`src/rtl/multicycle_sequencer_pkg.sv`:
```
// ============================================================================
// multicycle_sequencer_pkg
// Shared state encoding, opcode and ALU-class constants for the sequencer.
// Revision: 1.0
// ============================================================================
`default_nettype none

package multicycle_sequencer_pkg;

    typedef enum logic [2:0] {
        S_IDLE      = 3'd0,
        S_DECODE    = 3'd1,
        S_EXECUTE   = 3'd2,
        S_MEMORY    = 3'd3,
        S_WRITEBACK = 3'd4,
        S_HALT      = 3'd5
    } state_t;

    localparam logic [5:0] OP_RTYPE = 6'h00;
    localparam logic [5:0] OP_LW    = 6'h23;
    localparam logic [5:0] OP_SW    = 6'h2B;
    localparam logic [5:0] OP_BEQ   = 6'h04;
    localparam logic [5:0] OP_HALT  = 6'h3F;

    localparam logic [2:0] ALUOP_ADD  = 3'b000;
    localparam logic [2:0] ALUOP_SUB  = 3'b001;
    localparam logic [2:0] ALUOP_FUNC = 3'b010;

    function automatic logic [2:0] alu_class(input logic [5:0] op);
        case (op)
            OP_RTYPE: alu_class = ALUOP_FUNC;
            OP_BEQ:   alu_class = ALUOP_SUB;
            default:  alu_class = ALUOP_ADD;
        endcase
    endfunction

    function automatic logic op_known(input logic [5:0] op);
        op_known = (op == OP_RTYPE) || (op == OP_LW) || (op == OP_SW) ||
                   (op == OP_BEQ)   || (op == OP_HALT);
    endfunction

endpackage

`default_nettype wire

```
`src/rtl/multicycle_sequencer_pc_unit.sv`:
```
// ============================================================================
// multicycle_sequencer_pc_unit
// Program counter: sequential advance or branch target, updated on en_i.
// Revision: 1.0
// ============================================================================
`default_nettype none

module multicycle_sequencer_pc_unit
    import multicycle_sequencer_pkg::*;
#(
    parameter logic [31:0] RESET_PC = 32'h0000_0000,
    parameter int unsigned PC_STEP  = 4
) (
    input  logic        clk,
    input  logic        rst_n,
    input  logic        en_i,
    input  logic        taken_i,
    input  logic [15:0] imm_i,
    output logic [31:0] pc_o
);

    logic [31:0] pc_q;
    logic [31:0] pc_d;
    logic [31:0] w_offset;

    // Word-aligned, sign-extended branch displacement.
    assign w_offset = taken_i ? {{14{imm_i[15]}}, imm_i, 2'b00} : 32'd0;

    always_comb begin
        pc_d = pc_q;
        if (en_i) begin
            pc_d = pc_q + 32'(PC_STEP) + w_offset;
        end
    end

    always_ff @(posedge clk or negedge rst_n) begin
        if (!rst_n) begin
            pc_q <= RESET_PC;
        end else begin
            pc_q <= pc_d;
        end
    end

    assign pc_o = pc_q;

endmodule

`default_nettype wire

```
`src/rtl/multicycle_sequencer.sv`:
```
// ============================================================================
// multicycle_sequencer
// Multi-cycle R-type/lw/sw/beq controller with registered Moore outputs.
// Optional: define MEM_WAIT_EN to stretch MEMORY by MEM_WAIT_CYCLES cycles.
// Revision: 1.0
// ============================================================================
`default_nettype none

module multicycle_sequencer
    import multicycle_sequencer_pkg::*;
#(
    parameter logic [31:0] RESET_PC        = 32'h0000_0000,
    parameter int unsigned PC_STEP         = 4,
    parameter int unsigned MEM_WAIT_CYCLES = 2,
    parameter int unsigned CNT_W           = 16
) (
    input  logic             clk,
    input  logic             rst_n,
    input  logic             instr_valid,
    input  logic [31:0]      instr_data,
    output logic             instr_ready,
    output logic [31:0]      instr_q,
    input  logic             zf_in,
    output logic             reg_write,
    output logic             mem_to_write,
    output logic             mem_to_reg,
    output logic [2:0]       alu_op,
    output logic [31:0]      pc_out,
    output logic             done,
    output logic             illegal,
    output logic             halted,
    output logic [CNT_W-1:0] instr_count
);

    localparam int WAIT_W = $clog2(MEM_WAIT_CYCLES + 2);
`ifdef MEM_WAIT_EN
    localparam int unsigned WAIT_CYC = MEM_WAIT_CYCLES;
`else
    localparam int unsigned WAIT_CYC = 0;
`endif

    state_t             state_q, state_d;
    logic [31:0]        instr_d;
    logic [WAIT_W-1:0]  wait_q, wait_d;
    logic [5:0]         w_opc;
    logic               ready_q, reg_write_q, mem_to_write_q, mem_to_reg_q;
    logic               done_q, illegal_q, halted_q;
    logic [2:0]         alu_op_q;
    logic [CNT_W-1:0]   count_q;
    logic               ready_d, reg_write_d, mem_to_write_d, mem_to_reg_d;
    logic               done_d, illegal_d, halted_d;
    logic [2:0]         alu_op_d;
    logic               w_mem_last_d;

    assign w_opc = instr_d[31:26];

    always_comb begin
        state_d = state_q;
        instr_d = instr_q;
        // wait_d always tracks the counter value of the cycle state_d names.
        wait_d  = (state_q == S_MEMORY && wait_q != '0) ? wait_q - WAIT_W'(1)
                                                         : WAIT_W'(WAIT_CYC);
        case (state_q)
            S_IDLE: begin
                if (instr_valid && ready_q) begin
                    instr_d = instr_data;
                    state_d = S_DECODE;
                end
            end
            S_DECODE: begin
                case (w_opc)
                    OP_RTYPE, OP_LW, OP_SW, OP_BEQ: state_d = S_EXECUTE;
                    OP_HALT:                        state_d = S_HALT;
                    default:                        state_d = S_IDLE;
                endcase
            end
            S_EXECUTE: begin
                case (w_opc)
                    OP_RTYPE:     state_d = S_WRITEBACK;
                    OP_LW, OP_SW: state_d = S_MEMORY;
                    default:      state_d = S_IDLE;
                endcase
            end
            S_MEMORY: begin
                if (wait_q == '0) begin
                    state_d = (w_opc == OP_LW) ? S_WRITEBACK : S_IDLE;
                end
            end
            S_WRITEBACK: state_d = S_IDLE;
            S_HALT:      state_d = S_HALT;
            default:     state_d = S_IDLE;
        endcase
    end

    // Outputs are decoded from the next state so they register alongside it.
    always_comb begin
        w_mem_last_d   = (state_d == S_MEMORY) && (wait_d == '0);
        ready_d        = (state_d == S_IDLE);
        halted_d       = (state_d == S_HALT);
        illegal_d      = (state_d == S_DECODE) && !op_known(w_opc);
        alu_op_d       = '0;
        if (state_d == S_EXECUTE || state_d == S_MEMORY || state_d == S_WRITEBACK) begin
            alu_op_d = alu_class(w_opc);
        end
        mem_to_write_d = w_mem_last_d && (w_opc == OP_SW);
        reg_write_d    = (state_d == S_WRITEBACK);
        mem_to_reg_d   = (state_d == S_WRITEBACK) && (w_opc == OP_LW);
        done_d         = (state_d == S_WRITEBACK) || mem_to_write_d ||
                         ((state_d == S_EXECUTE) && (w_opc == OP_BEQ));
    end

    always_ff @(posedge clk or negedge rst_n) begin
        if (!rst_n) begin
            state_q        <= S_IDLE;
            instr_q        <= '0;
            wait_q         <= '0;
            ready_q        <= 1'b0;
            reg_write_q    <= 1'b0;
            mem_to_write_q <= 1'b0;
            mem_to_reg_q   <= 1'b0;
            done_q         <= 1'b0;
            illegal_q      <= 1'b0;
            halted_q       <= 1'b0;
            alu_op_q       <= '0;
            count_q        <= '0;
        end else begin
            state_q        <= state_d;
            instr_q        <= instr_d;
            wait_q         <= wait_d;
            ready_q        <= ready_d;
            reg_write_q    <= reg_write_d;
            mem_to_write_q <= mem_to_write_d;
            mem_to_reg_q   <= mem_to_reg_d;
            done_q         <= done_d;
            illegal_q      <= illegal_d;
            halted_q       <= halted_d;
            alu_op_q       <= alu_op_d;
            if (done_q && count_q != '1) begin
                count_q <= count_q + CNT_W'(1);
            end
        end
    end

    // PC and count advance on the edge that closes the retiring cycle, so a
    // beq sees zf_in while the ALU is still evaluating its compare.
    multicycle_sequencer_pc_unit #(
        .RESET_PC (RESET_PC),
        .PC_STEP  (PC_STEP)
    ) u_pc_unit (
        .clk     (clk),
        .rst_n   (rst_n),
        .en_i    (done_q || illegal_q),
        .taken_i (done_q && (instr_q[31:26] == OP_BEQ) && zf_in),
        .imm_i   (instr_q[15:0]),
        .pc_o    (pc_out)
    );

    assign instr_ready  = ready_q;
    assign reg_write    = reg_write_q;
    assign mem_to_write = mem_to_write_q;
    assign mem_to_reg   = mem_to_reg_q;
    assign alu_op       = alu_op_q;
    assign done         = done_q;
    assign illegal      = illegal_q;
    assign halted       = halted_q;
    assign instr_count  = count_q;

endmodule

`default_nettype wire

```
`config.mk`:
```
export PLATFORM = sky130hd
export DESIGN_NAME = multicycle_sequencer
export DESIGN_NICKNAME = d
export VERILOG_FILES = /design/src/rtl/multicycle_sequencer_pkg.sv /design/src/rtl/multicycle_sequencer_pc_unit.sv /design/src/rtl/multicycle_sequencer.sv
export SDC_FILE = /design/constraint.sdc
export NUM_CORES = 1
export LEC_CHECK = 0
export CAP_MARGIN = 30
export CORE_ASPECT_RATIO = 1.25
export CORE_MARGIN = 4
export CORE_UTILIZATION = 38
export CTS_BUF_LIST = sky130_fd_sc_hd__clkbuf_16
export CTS_CLUSTER_DIAMETER = 120
export DETAILED_ROUTE_END_ITERATION = 6
export DONT_BUFFER_PORTS = 1
export PLACE_DENSITY = 0.48
export SKIP_CTS_REPAIR_TIMING = 1
export SLEW_MARGIN = 10
export SYNTH_ARGS = -nofsm -noshare
export SYNTH_HDL_FRONTEND = slang
export SYNTH_SLANG_ARGS = --single-unit
```
`constraint.sdc`:
```
create_clock -name clk -period 5.6 [get_ports clk]
set_clock_uncertainty 0.15 [all_clocks]
set_input_delay 0 -clock clk [delete_from_list [all_inputs] [get_ports clk]]
set_output_delay 0 -clock clk [all_outputs]
set_load 0.05 [all_outputs]
```
# Yosys cells after proc, flatten, opt, wreduce, memory -nomap -nowiden
# Index checks and enable logic that the tools add are counted.
dict set report totals {
  register_bits 95
  elab_cells 74
}
dict set report classes {
  add_sub_neg 4
  eq_ne 15
  muxes 12
  reduce_logical 29
}
# op count
set ops {}
lappend ops {{$mux W32} 3}
lappend ops {{$add A32 B3 Y32 const B} 1}
lappend ops {{$add A32 B32 Y32} 1}
lappend ops {{$eq A6 B6 Y1 const B} 3}
lappend ops {{$add A16 B1 Y16 const B} 1}
lappend ops {{$ne A16 B16 Y1 const B} 1}
lappend ops {{$pmux W3 S5} 1}
lappend ops {{$eq A3 B2 Y1 const B} 4}
lappend ops {{$eq A6 B3 Y1 const B} 2}
lappend ops {{$pmux W3 S2} 2}
lappend ops {{$logic_and A1 B1 Y1} 10}
lappend ops {{$eq A3 B3 Y1 const B} 3}
lappend ops {{$logic_or A1 B1 Y1} 9}
lappend ops {{$mux W3} 3}
lappend ops {{$eq A3 B1 Y1 const B} 2}
lappend ops {{$logic_not A3 Y1} 2}
lappend ops {{$logic_not A6 Y1} 1}
lappend ops {{$logic_not A2 Y1} 2}
lappend ops {{$mux W2} 2}
lappend ops {{$pmux W2 S2} 1}
lappend ops {{$reduce_or A4 Y1} 1}
lappend ops {{$reduce_and A2 Y1} 1}
lappend ops {{$reduce_bool A2 Y1} 1}
lappend ops {{$reduce_or A2 Y1} 1}
lappend ops {{other kinds (2)} 2}

# Depth between registers and ports, before layout
# Gate-level depths: netlist (run 1).
dict set report logic_depth {
  ltp_word 12
  mapped_depth 17
  ltp_nobuf 16
}

# Cells and area by module
# A second synthesis (run 1) with hierarchy kept.
dict set report unflattened {
  cells_unflattened 646
  area_unflattened_um2 6008.3
}
# mod instances cells_each area_each_um2
set modules_own_cells {}
lappend modules_own_cells {multicycle_sequencer_pc_unit 1 369 3228.1}
lappend modules_own_cells {multicycle_sequencer 1 277 2780.2}

# Least setup slack after synthesis (run 1)
# OpenSTA, ideal clock, no wires.
dict set report synth_path {
  kind {flip-flop to flip-flop}
  startpoint {register instr_q[26]}
  endpoint {register u_pc_unit.pc_q[24] (netlist: u_pc_unit.pc_o[24])}
  setup_time_ps 120
  arrival_ps 4037
  required_ps 5330
  slack_ps 1293
  path_stages_with_launch 15
  period_less_slack_ps 4307
  path_cell_list {dfrtp_1 > or4_1 > nor3_2 > clkbuf_1 > and2_1 > ha_1 > ha_1 > and3_1 > and3_1 > a211oi_1 > o31a_1 > a21oi_1 > o21a_1 > or3_1 > a31o_2}
}
dict set report synth_between {
  elab_chain_len 5
}
# element line
set synth_rtl {}
lappend synth_rtl {{start: declaration} multicycle_sequencer.sv:22} ;# output logic [31:0] instr_q,
lappend synth_rtl {{start signal: assignment} multicycle_sequencer.sv:128} ;# instr_q <= instr_d;
lappend synth_rtl {{$eq A6 B3 Y1} multicycle_sequencer.sv:153} ;# .taken_i (done_q && (instr_q[31:26] == OP_BEQ) && zf_in),
lappend synth_rtl {{$logic_and A1 B1 Y1 (2 in series)} multicycle_sequencer.sv:153}
lappend synth_rtl {{$mux W32} multicycle_sequencer_pc_unit.sv:27} ;# assign w_offset = taken_i ? {{14{imm_i[15]}}, imm_i, 2'b00} : 32'd0;
lappend synth_rtl {{$add A32 B32 Y32} multicycle_sequencer_pc_unit.sv:32} ;# pc_d = pc_q + 32'(PC_STEP) + w_offset;
lappend synth_rtl {{end signal: assignment} multicycle_sequencer_pc_unit.sv:40} ;# pc_q <= pc_d;
lappend synth_rtl {{end: declaration} multicycle_sequencer_pc_unit.sv:22} ;# logic [31:0] pc_q;
# Every way passes these cells.
# A chain may end at the register's enable or synchronous reset.

# Worst setup path after layout (run 1)
dict set report layout_path {
  startpoint {register instr_q[26]}
  endpoint {register u_pc_unit.pc_q[30] (netlist: u_pc_unit.pc_o[30])}
}
# The elaborated chain is that of the path after synthesis.

==> metrics.md, run 1 <==
| Metric | Value |
|---|---|
| Gr ovfl total | 0 |
| IO buf count | 0 |
| Top reg by flops | instr_q |
| Leak pwr | 2.99 nW |
| Data required time of the worst path | 5710 ps |
| Finish-stage setup viols | 0 |
| Failing checks | hold timing |
| Register bit count reported by yosys | 92 |
| Ratio of cells with drive above 1 in the final layout | 11.3% |
| Post-synthesis mux area share | 7.61% |
| Final Hold Vio Count | 1 |
| DR vias/cell | 5.29 |
| Post-synth cell types | 61 |
| Worst IR Drop VDD | 144 uV |
| Hold Crit Start | instr_data[30] |
| Status | finished, violations left |
| Clock Pin Slew Worst Setup and Hold Paths | 70 ps |
| Reg2reg start | instr_q[26] |
| Worst Path Max Fanout | 16 |
| Final #Nets | 668 |
| Critical Path AT | 4770 ps |
| Crit Path Class | reg -> reg |
| Startpoint Class | flip-flop |
| Max-Cap Viols | 0 |
| Initial Util | 38.5% |
| Synth Area in Compound Gates | 13.3% |
| Final GP Congestion | 0.842 |
| Die Span X | 116 microns |
| DRT Pass-1 Iters | 4 |
| Worst-Margin Slew | 822 ps |
| RR Endpoint | u_pc_unit.pc_o[30] |
| H-tree depth | 3 |
| Top cell type's share of synthesized area | 41.7% |
| Worst R2R Path Depth | 14 |
| Detailed-route wire length per cell | 16.9 microns |
| DRC | 0 |
| DP Area | 0.00571 sq mm |
| Ys async rst share | 100% |
| DR vias | 3997 |
| Dpl hpwl | 9.49 mm |
| Hold depth | 4 |
| Sequential area share after synthesis | 41.7% |
| Synth Instances | 537 |
| YS warnings | 0 |
| Clock Root Buffer | clkbuf_16 |
| Largest family of logic cells by synthesized area | simple AND/OR/NAND/NOR gates |
| Core Area | 0.0143 sq mm |
| Final Non-Filler Cells | 755 |
| Post-synth top cells | dfrtp_1, ha_1, a21oi_1 |
| Inserted Clock Buffers | 9 |
| Overall Global Routing Usage | 16.1% |
| Min-delay worst type | in -> reg |
| Simple-gate share of the synthesized area | 14.8% |
| Pwr Density | 201 mW/mm^2 |
| Num Clock Sinks | 92 |
| Synth Area in XOR/XNOR | 6.19% |
| Vias in the first global route | 4210 |
| Die Span Y | 143 microns |
| EDFF count, synth | 0 |
| Largest net degree at the start of global routing | 93 |
| Initial antenna violation count | 0 |
| Worst Setup End Kind | flip-flop |
| DR iter-0 viols | 129 |
| Max-slew violation count | 0 |
| Max reg flops | 32 |
| Skew-Pair Late Insertion Delay | 340 ps |
| TNS Setup | 0 ps |
| Rows | 49 |
| Ranking of synthesized cells by area | dfrtp_1, ha_1, mux2_2 |
| Die area | 0.0165 sq mm |
| Post-Route WL | 12.8 mm |
| Most numerous cell in the Yosys netlist | dfrtp_1 |
| Placed Cells | 705 |
| Post-Syn Area | 0.00552 sq mm |
| Clk buf depth | 2 |
| Maximum clock rate | 214 MHz |
| Slew headroom | 44.8% |
| Design area | 0.00634 sq mm |
| Final Critical Period | 4660 ps |
| Synth Area per Inst | 10.3 sq um |
| Global-route wire length before repair | 21.2 mm |
| Area growth from synthesis to layout | 14.8% |
| R2R Setup Slk | 940 ps |
| Yosys top cell by area | dfrtp_1 |
| Post-route clock period utilization | 83.3% |
| Ys flop type | dfrtp_1 |
| I/O pin cnt | 126 |
| Hold Slack | -0.949 ps |
| Post-DRT Antenna Nets | 0 |
| RSZ-0062 raised after global routing | no |
| Synth Area in Adders | 13.7% |
| Worst hold endpoint | illegal |
| CTS tree | yes |
| N_diodes | 0 |
==> routing by layer <==
| metal | vias up | GRT usage, % | wire (microns) |
|---|---|---|---|
| met5 | - | 0 | 0 |
| met2 | 99 | 26.2 | 6250 |
| met1 | 1892 | 19.5 | 5380 |
| met4 | 0 | 6.54 | 261 |
| li1 | 1990 | - | - |
| met3 | 16 | 5.64 | 859 |
==> metrics by stage <==
| stage | util, % | hold slack (ps) | total power [mW] | worst slack, ps |
|---|---|---|---|---|
| global placement | 39.8 | -442 | 0.682 | 945 |
| detailed placement | 39.8 | -441 | 0.682 | 931 |
| floorplan | - | -446 | 0.684 | 1290 |
| global route | 44.2 | 11.3 | 1.33 | 562 |
| CTS | 41.7 | -825 | 1.26 | 899 |
| finish | 44.2 | -0.949 | 1.27 | 938 |
==> area by class of cell <==
class / instances / area, sq um
Fill cell: 1400 / 8010
Multi-Input combinational cell: 412 / 3090
Sequential cell: 92 / 2300
Timing Repair Buffer: 37 / 380
Clock buffer: 9 / 225
Tap cell: 178 / 223
Inverter: 20 / 75.1
Clock inverter: 7 / 42.5
==> worst max-delay path, stage by stage (launching register included) <==
cell and delay (ps):
dfrtp_1 590, or4_1 640, nor3_2 170, buf_4 210
and2_2 420, ha_1 320, ha_1 380, and4_1 280
nand2_1 90, o221a_2 270, o31a_1 160, o21a_1 210
a311o_1 350, o21ba_1 190, o221ai_2 150
==> where the power goes <==
group          internal [mW]  switching [mW]
clock                  0.300           0.267
combinational         0.0178          0.0214
sequential             0.664               0
total                  0.982           0.289
==> cells by family after synthesis <==
kind of cell,after synthesis
other,1
xor gates and xnor gates,39
AOI/OAI and AO/OA,113
and+or+nand+nor,159
buffers and inverters,35
DFF,92
muxes,38
adders and majority gates,60
==> worst max-delay path by stage <==
stage / startpoint / to / slack (ps) / cells after the start
6_report: instr_q[26] / u_pc_unit.pc_o[30] / 940 / 14
5_1_grt: instr_q[26] / u_pc_unit.pc_o[29] / 560 / 17
4_1_cts: instr_q[26] / u_pc_unit.pc_o[30] / 900 / 14
3_5_place_dp: instr_q[26] / u_pc_unit.pc_o[30] / 930 / 14
3_3_place_gp: instr_q[26] / u_pc_unit.pc_o[31] / 950 / 17
2_1_floorplan: instr_q[26] / u_pc_unit.pc_o[24] / 1290 / 14
==> layout by cell type (no fill, tap or decap), types with 13 or more instances in the layout <==
cell	n
nand2_1	37
inv_1	20
dlygate4sd3_1	33
nand3_1	13
and2_1	16
a21oi_1	43
xor2_1	19
ha_1	59
xnor2_1	20
nor2_1	40
mux2_2	32
o21ai_0	22
dfrtp_1	92
(Power assumes the default switching activity.)
==> inputs of run 2 (changes only) <==
==> constraint.sdc (replaced) <==
create_clock -name clk -period 4.8 [get_ports clk]
set_clock_uncertainty 0.15 [all_clocks]
set_input_delay 0 -clock clk [delete_from_list [all_inputs] [get_ports clk]]
set_output_delay 0 -clock clk [all_outputs]
set_load 0.05 [all_outputs]
==> run 2 against run 1 <==
The flow still finishes with violations (hold timing). Sequential power is 17% higher. Register-to-register slack worse by 510 ps. Sequential share of layout area is 0.61 points lower. Critical path depth did not move. Final area is 1.7% higher. Die area stayed put. Critical path type unchanged.
==> metrics.md, run 2 (synthesis gave the netlist of run 1 again) <==
| Metric | Value |
|---|---|
| Inserted Clock Buffers | 9 (unchanged) |
| Gr ovfl total | 0 (unchanged) |
| Crit path largest cell delay | 560 ps (was 640 ps) |
| Global-route wire length before repair | 21.3 mm (was 21.2 mm) |
| Commonest non-fill, non-tap cell in the layout | dfrtp_1 (unchanged) |
| Die area | 0.0165 sq mm (unchanged) |
| Pwr Density | 249 mW/mm^2 (was 201 mW/mm^2) |
| Hold depth | 4 (unchanged) |
| Leak pwr | 3.04 nW (was 2.99 nW) |
| Initial antenna violation count | 0 (unchanged) |
| Clock Pin Slew Worst Setup and Hold Paths | 70 ps (about the same) |
| Slew headroom | 39.4% (was 44.8%) |
| Failing checks | hold timing (unchanged) |
| DR iter-0 viols | 127 (was 129) |
| IO buf count | 0 (unchanged) |
| Data required time of the worst path | 4920 ps (was 5710 ps) |
| Initial Util | 38.5% (unchanged) |
| Most frequent cells in the layout | dfrtp_1, ha_1, a21oi_1 (unchanged) |
| DRC | 0 (unchanged) |
| Critical Path AT | 4490 ps (was 4770 ps) |
| Status | finished, violations left (unchanged) |
| Post-Route WL | 13.1 mm (was 12.8 mm) |
| Max-slew violation count | 0 (unchanged) |
| Post-route clock period utilization | 91.0% (was 83.3%) |
| Skew-Pair Late Insertion Delay | 350 ps (was 340 ps) |
| Ratio of cells with drive above 1 in the final layout | 12.7% (was 11.3%) |
| Clock Root Buffer | clkbuf_16 (unchanged) |
| Finish-stage setup viols | 0 (unchanged) |
| Area growth from synthesis to layout | 16.7% (was 14.8%) |
| Final GP Congestion | 0.837 (was 0.842) |
| Core Area | 0.0143 sq mm (unchanged) |
| Vias in the first global route | 4263 (was 4210) |
| TNS Setup | 0 ps (unchanged) |
| Crit Path Class | reg -> reg (unchanged) |
| Slowest-stage cell, CP | or4_1 (unchanged) |
| DR vias | 4050 (was 3997) |
| Min-delay worst type | in -> reg (unchanged) |
| Worst R2R Path Depth | 14 (unchanged) |
| DRT Pass-1 Iters | 4 (unchanged) |
| CTS tree | yes (unchanged) |
| Rows | 49 (unchanged) |
| Startpoint Class | flip-flop (unchanged) |
| Die Span Y | 143 microns (unchanged) |
| Worst Setup End Kind | flip-flop (unchanged) |
| CP cell instances | or4_1 > nor3_2 > buf_4 > and2_2 > ha_1 > ha_1 > a21oi_1 > o211ai_1 > o32ai_1 > a31o_2 > o31ai_1 > nor2_1 > o221ai_2 > xor2_1 (was or4_1 > nor3_2 > buf_4 > and2_2 > ha_1 > ha_1 > and4_1 > nand2_1 > o221a_2 > o31a_1 > o21a_1 > a311o_1 > o21ba_1 > o221ai_2) |
| Max reg flops | 32 (unchanged) |
| Worst-Margin Slew | 908 ps (was 822 ps) |
| Final Hold Vio Count | 4 (was 1) |
| Worst IR Drop VDD | 277 uV (was 144 uV) |
| DR vias/cell | 5.31 (was 5.29) |
| RR Endpoint | u_pc_unit.pc_o[31] (was u_pc_unit.pc_o[30]) |
| Fin util | 44.9% (was 44.2%) |
| Reg2reg start | instr_q[26] (unchanged) |
| Top reg by flops | instr_q (unchanged) |
| Dpl hpwl | 9.68 mm (was 9.49 mm) |
| Die Span X | 116 microns (unchanged) |
| Clk buf depth | 2 (unchanged) |
| Worst Path Max Fanout | 16 (unchanged) |
| Post-DRT Antenna Nets | 0 (unchanged) |
| Final #Nets | 675 (was 668) |
| R2R Setup Slk | 430 ps (was 940 ps) |
| Max-Cap Viols | 0 (unchanged) |
| Fillers | 1401 (was 1400) |
| Overall Global Routing Usage | 16.3% (was 16.1%) |
| N_diodes | 0 (unchanged) |
| H-tree depth | 3 (unchanged) |
| Num Clock Sinks | 92 (unchanged) |
| RSZ-0062 raised after global routing | no (unchanged) |
| Maximum clock rate | 229 MHz (was 214 MHz) |
| Final Critical Period | 4370 ps (was 4660 ps) |
| Worst hold endpoint | mem_to_reg (was illegal) |
| Detailed-route wire length per cell | 17.1 microns (was 16.9 microns) |
| I/O pin cnt | 126 (unchanged) |
| Crit-path most repeated cell | ha_1 (unchanged) |
| Hold Slack | -63.0 ps (was -0.949 ps) |
| Largest net degree at the start of global routing | 93 (unchanged) |
| Hold Crit Start | instr_data[28] (was instr_data[30]) |
-- run 2: layout make-up --
type,count,area (sq um),share of cell area (%)
multi-input combinational,412,3090,47.9
sequential,92,2300,35.7
timing repair buffer,44,433,6.72
clock buffer,9,225,3.49
tap,178,223,3.46
clock inverter,7,97.6,1.51
inverter,20,75.1,1.16
-- run 2: worst max path at each step --
stage | startpoint | endpoint | cells after the start
2_1_floorplan | instr_q[26] | u_pc_unit.pc_o[24] | 14
3_5_place_dp | instr_q[26] | u_pc_unit.pc_o[31] | 14
5_1_grt | instr_q[26] | u_pc_unit.pc_o[29] | 17
6_report | instr_q[26] | u_pc_unit.pc_o[31] | 14
4_1_cts | instr_q[26] | u_pc_unit.pc_o[31] | 17
3_3_place_gp | instr_q[26] | u_pc_unit.pc_o[20] | 14
-- run 2: metal layers --
layer	track usage (%)	up-vias	wire (microns)
met5	0	-	0
met4	6.78	0	249
met3	5.30	13	953
met2	26.9	112	6470
met1	19.5	1926	5380
li1	-	1999	-
-- run 2: where the power goes --
group	total, mW	internal, mW	switching, mW
Clock	0.784	0.461	0.323
Combinational	0.0451	0.0207	0.0244
Sequential	0.775	0.775	0
-- run 2: worst max-delay path: cells and delay by family, from the launching register on --
family	cells	cell delay (ps)
AO/OA/AOI/OAI	6	1460
adder cells (fa/ha/maj)	2	690
XOR/XNOR	1	160
flip-flops	1	370
buffers and inverters	1	200
AND/OR/NAND/NOR	4	1260
-- run 2: stage by stage --
stage | total power, mW | cell area (sq um) | instances | setup slack (ps) | hold WS, ps
finish | 1.60 | 6440 | 762 | 431 | -63.0
CTS | 1.59 | 6090 | 728 | 435 | -823
global route | 1.67 | 6440 | 762 | 98.4 | 1.92
floorplan | 0.798 | 5530 | 539 | 493 | -446
global placement | 0.796 | 5760 | 712 | 448 | -442
detailed placement | 0.796 | 5760 | 712 | 458 | -441
